## config.mk

```make
export PLATFORM = sky130hd
export DESIGN_NAME = nibble_alu_sequencer
export DESIGN_NICKNAME = d
export VERILOG_FILES = /design/src/rtl/alu_seq_pkg.sv /design/src/rtl/nibble_carry.sv /design/src/rtl/nibble_alu_sequencer.sv
export SDC_FILE = /design/constraint.sdc
export NUM_CORES = 1
export LEC_CHECK = 0
export ABC_AREA = 1
export CORE_AREA = 8 8 104 153
export DETAILED_ROUTE_END_ITERATION = 8
export DIE_AREA = 0 0 112 161
export PLACE_DENSITY = 0.65
export SETUP_SLACK_MARGIN = 0.3
export SYNTH_ARGS = -nofsm -noshare
export SYNTH_HDL_FRONTEND = slang
export SYNTH_SLANG_ARGS = --single-unit
```

## constraint.sdc

```tcl
create_clock -name clk -period 6.6 [get_ports clk]
set_clock_uncertainty 0.05 [all_clocks]
set_input_delay 0.66 -clock clk [delete_from_list [all_inputs] [get_ports clk]]
set_output_delay 0.66 -clock clk [all_outputs]
set_load 0.005 [all_outputs]
```

## src/rtl/alu_seq_pkg.sv

```systemverilog
// Shared op-codes, FSM encodings and helpers for the
// nibble-serial ALU sequencer.
package alu_seq_pkg;

  localparam logic [2:0] OP_CLR   = 3'b000;
  localparam logic [2:0] OP_BSUBA = 3'b001;
  localparam logic [2:0] OP_ASUBB = 3'b010;
  localparam logic [2:0] OP_ADD   = 3'b011;
  localparam logic [2:0] OP_XOR   = 3'b100;
  localparam logic [2:0] OP_OR    = 3'b101;
  localparam logic [2:0] OP_AND   = 3'b110;
  localparam logic [2:0] OP_SET   = 3'b111;

  typedef enum logic [1:0] {
    ST_IDLE = 2'd0,
    ST_RUN  = 2'd1,
    ST_DONE = 2'd2
  } state_t;

  function automatic logic is_arith(input logic [2:0] op);
    return (op == OP_BSUBA) ||
           (op == OP_ASUBB) ||
           (op == OP_ADD);
  endfunction

endpackage

```

## src/rtl/nibble_carry.sv

```systemverilog
// Rebuilds the inter-nibble carry/borrow from the
// slice's active-low generate/propagate outputs.
module nibble_carry (
  input  logic gn,
  input  logic pn,
  input  logic cin,
  input  logic arith,
  output logic cout
);

  assign cout = arith & (~gn | (~pn & cin));

endmodule

```

## src/rtl/nibble_alu_sequencer.sv

```systemverilog
// Drives a 4-bit 74x381-style ALU slice one nibble per
// clock to perform a WIDTH-bit operation, LSB first.
module nibble_alu_sequencer
  import alu_seq_pkg::*;
#(
  parameter int WIDTH = 32
) (
  input  logic             clk,
  input  logic             rst_n,
  input  logic             req_valid,
  output logic             req_ready,
  input  logic [2:0]       req_op,
  input  logic [WIDTH-1:0] req_a,
  input  logic [WIDTH-1:0] req_b,
  output logic             rsp_valid,
  input  logic             rsp_ready,
  output logic [WIDTH-1:0] rsp_f,
  output logic             rsp_cout,
  output logic             rsp_zero,
  output logic [3:0]       slice_a,
  output logic [3:0]       slice_b,
  output logic [2:0]       slice_s,
  output logic             slice_cn,
  input  logic [3:0]       slice_f,
  input  logic             slice_gn,
  input  logic             slice_pn
);

  localparam int NIBBLES = WIDTH / 4;
  localparam int IW = (NIBBLES > 1) ? $clog2(NIBBLES) : 1;
  localparam logic [IW-1:0] LAST = IW'(NIBBLES - 1);

  state_t          r_state;
  state_t          w_next;
  logic [IW-1:0]   r_idx;
  logic            r_carry;
  logic [2:0]      r_op;
  logic [WIDTH-1:0] r_a;
  logic [WIDTH-1:0] r_b;
  logic [WIDTH-1:0] r_res;
  logic [IW+1:0]   w_sh;
  logic            w_last;
  logic            w_cout;

  assign w_sh   = {r_idx, 2'b00};
  assign w_last = (r_idx == LAST);

  nibble_carry u_carry (
    .gn    (slice_gn),
    .pn    (slice_pn),
    .cin   (r_carry),
    .arith (is_arith(r_op)),
    .cout  (w_cout)
  );

  always_ff @(posedge clk or negedge rst_n) begin
    if (!rst_n) begin
      r_state <= ST_IDLE;
    end else begin
      r_state <= w_next;
    end
  end

  // Slice pins idle at zero outside RUN so the slice is deterministic.
  always_comb begin
    w_next    = r_state;
    req_ready = 1'b0;
    rsp_valid = 1'b0;
    slice_a   = 4'h0;
    slice_b   = 4'h0;
    slice_s   = OP_CLR;
    slice_cn  = 1'b0;
    unique case (r_state)
      ST_IDLE: begin
        req_ready = 1'b1;
        if (req_valid) w_next = ST_RUN;
      end
      ST_RUN: begin
        slice_a  = r_a[w_sh +: 4];
        slice_b  = r_b[w_sh +: 4];
        slice_s  = r_op;
        slice_cn = r_carry;
        if (w_last) w_next = ST_DONE;
      end
      ST_DONE: begin
        rsp_valid = 1'b1;
        if (rsp_ready) w_next = ST_IDLE;
      end
      default: w_next = ST_IDLE;
    endcase
  end

  always_ff @(posedge clk or negedge rst_n) begin
    if (!rst_n) begin
      r_idx   <= '0;
      r_carry <= 1'b0;
      r_op    <= OP_CLR;
      r_a     <= '0;
      r_b     <= '0;
      r_res   <= '0;
    end else begin
      if (r_state == ST_IDLE && req_valid) begin
        r_a     <= req_a;
        r_b     <= req_b;
        r_op    <= req_op;
        r_idx   <= '0;
        r_carry <= 1'b0;
      end else if (r_state == ST_RUN) begin
        r_res[w_sh +: 4] <= slice_f;
        r_carry          <= w_cout;
        r_idx            <= w_last ? '0 : r_idx + IW'(1);
      end
    end
  end

  assign rsp_f    = r_res;
  assign rsp_cout = r_carry;
  assign rsp_zero = (r_res == '0);

endmodule

```

==> results by group <==
Routing
  – Drt drc: 0
  – WL/cell: about 15 um
  – Routed wire length: between 10000 and 15000 um
  – Antenna Nets Post-Route: 0
  – Pre-antenna DRT Iters: 4
  – Via density per instance: between 4 and 5
  – Via Count: roughly 4.5k
  – DRT iter0 DRCs: between 200 and 250

Die
  – Die Height: roughly 160 um
  – Initial Util: 38.9%
  – Die X: 112 um
  – Core area: roughly 14000 um2
  – Die ar.: 18000 um2
  – Top Ports: 125
  – Core Rows: between 50 and 60

STA
  – RSZ-0062 raised after global routing: no
  – Setup TNS: 0 ps
  – Fin. Hold Viols: 0
  – Max_slew headroom: approximately 31%
  – Max Transition Viols Final: 0
  – Final setup vio count: 0
  – Crit path time final: ~3100 ps
  – Worst Tran Pin Value: slightly above 1000 ps
  – Fmax: ~0.32 GHz
  – Final Cycle Share: 47.5%

Place
  – Post-place instance area: approximately 6600 um2
  – RePlAce Congestion: around 0.80
  – Placed wire-length estimate: around 10000 um
  – Cells after DPL: 914
  – PortBufs: ~120

Yosys
  – Syn Nets: around 740
  – Mapped Area: ~5400 um2
  – Post-synthesis mux area share: 0%
  – Simple-Gate Fraction of Synth Area: a little over a quarter
  – Average size of a mapped cell: 8.25 um2
  – Largest family of logic cells by synthesized area: simple AND/OR/NAND/NOR gates
  – Post-synthesis adder-cell area fraction: 1.86%
  – Top cells by area, synth: dfrtp_1 49%, nand2_1 10%, nor2_1 8.1%
  – Leading post-synthesis cells by instance count: 145 x nand2_1, 116 x nor2_1, 105 x dfrtp_1
  – Compound-Gate Fraction of Synth Area: 11.5%
  – Post-synth EDFFs: 0
  – Unique masters post-synth: 26
  – Register area share after synthesis: roughly half
  – Main flop type after synthesis: dfrtp_1
  – Synth Instances: around 650
  – Synth Area in XOR/XNOR: 0%
  – Synth warn: 0
  – Area leader, netlist: dfrtp_1
  – Async SR Flop Fraction: 100%
  – Most frequent cell after synthesis: nand2_1
  – Yosys reg bits: 105
  – Top cell type's share of synthesized area: 49.0%

Run status
  – Status: finished clean

Critical path
  – CP Launch Type: flip-flop
  – Crit-path max FO: 40
  – CP required: ~6000 ps
  – CP Data Arrival Time: roughly 2400 ps
  – Worst setup path class: flip-flop to output pin
  – Setup crit end kind: output pin

GRT
  – Pin count of the biggest net entering global routing: 90
  – Vias in the first global route: roughly 4.7k
  – Initial antenna violation count: 0
  – Total track usage: 15.6%
  – Remaining global-route overflow: 0
  – First-pass GRT wire length: about 23000 um

Worst hold path
  – Worst Hold Class: input port to asynchronous set/reset pin

CTS
  – Clk buf depth: 2
  – CTS root buf: clkbuf_16
  – Worst-skew pair later-pin latency: 340 ps
  – Clk pin slew, worst setup/hold paths: 70 ps
  – TritonCTS Buffers: 9
  – Hold-fix buffers at CTS: 0
  – Setup bufs post-CTS: 0
  – CTS tree: built
  – Sink Count: between 100 and 150
  – CTS resizes: 0
  – Number of H-tree levels: 3

Pwr
  – VDD IR-drop max: between 0.0002 and 0.0003 V
  – Total power draw: about 3.2 mW
  – Clock share of power: between 10% and 20%
  – Psw: roughly 1.3 mW
  – PD cells: about 470 nW/um2
  – Combinational power share: between 40% and 50%
  – Switching portion of total power: slightly above 40%
  – Share of power burned in registers: ~33%
  – P_int: around 1.9 mW
  – P_leak: around 3.3 nW

Final layout
  – Ant. Diodes: 0
  – Final nets: 845
  – Finished Layout Cells: between 900 and 1k
  – Area grow syn2layout: 28.0%
  – Fraction of layout cells with a size suffix above 1: about 9.0%
  – Filler Cell Count: approximately 1.4k
  – Final non-filler cell area: 6870 um2
  – Util after Layout: roughly half

Job
  – Max_cap viols: 0
## placed cells by master, fill, tap and decap left out
cell,netlist,final
a21oi_1,38,38
bufinv_16,0,1
ha_1,8,8
o21ai_0,8,8
inv_6,0,2
inv_4,2,2
nor2_8,1,1
nor2_2,3,3
clkdlybuf4s50_1,0,123
clkinv_4,0,3
o21ai_1,23,23
inv_2,3,3
nand2_1,145,145
clkinv_2,0,1
clkbuf_16,0,9
nand4_4,3,3
nand3_4,1,1
nor2_1,116,116
nand4_2,4,4
o22ai_1,3,3
nand2_4,0,1
nand3_1,50,50
buf_4,0,4
dfrtp_1,105,105
nor3_4,1,1
inv_1,77,77
a21oi_2,29,29
nor2_4,1,1
## metrics by stage
step	setup slack [ps]	hold WS (ps)
2_1_floorplan	4490	314
3_3_place_gp	3820	440
3_5_place_dp	3750	445
4_1_cts	3430	200
5_1_grt	3240	219
6_report	3470	194
## worst max-delay path, stage by stage, from the launching register on
cell and delay [ps]:
dfrtp_1 320, buf_4 400, inv_4 270, nand2_1 120, nand3_1 100, nand3_1 110, nand2_1 80, nor2_1 130
clkdlybuf4s50_1 530
## final cells by class
cell class                 count  area, um2  area share (%)
inverter                      82        313            4.55
tap                          165        206            3.01
multi-input combinational    435       2160            31.4
clock inverter                 7       78.8            1.15
timing repair buffer         127       1260            18.4
sequential                   105       2630            38.3
clock buffer                   9        225            3.28
## registers in the layout, summed over array words and instances (netlist names)
name and count:
rsp_cout 1, r_idx 3, r_b 32, r_state 2, r_a 32, r_op 3, rsp_f 32
## path summary, 6_finish.rpt
check,depth (start not counted),end,startpoint,slack (ps)
worst min-delay path,1,rsp_f[0],rst_n,190
max in group asynchronous,2,r_a[17],rst_n,5030
worst max-delay path,8,slice_b[2],r_idx[0],3470
min in group clk,2,r_a[10],r_a[10],460
worst max register to register,9,rsp_f[2],r_idx[1],3910
worst min register to register,2,r_a[10],r_a[10],460
## cell families after synthesis
group                    Yosys count
buffers and inverters            111
flip-flops                       105
AO/OA/AOI/OAI                    101
adder cells (fa/ha/maj)            8
AND/OR/NAND/NOR                  326
## power groups by stage
stage / combinational [mW] / sequential, mW / clock, mW
2_1_floorplan: 1.11 / 1.04 / 0
3_5_place_dp: 1.62 / 1.09 / 0
6_report: 1.60 / 1.07 / 0.547
3_3_place_gp: 1.59 / 1.08 / 0
5_1_grt: 1.80 / 1.11 / 0.591
4_1_cts: 1.63 / 1.08 / 0.561
## metal layers
metal | vias up | track usage [%] | routed length [um] | part of all wire, %
li1 | 2251 | - | - | -
met1 | 2126 | 18.1 | 5610 | 40
met2 | 124 | 28.0 | 7230 | 52
met3 | 15 | 3.85 | 885 | 6.4
met4 | 0 | 4.37 | 177 | 1.3
met5 | - | 0 | 0 | 0
Power figures use the tool's default switching activity.
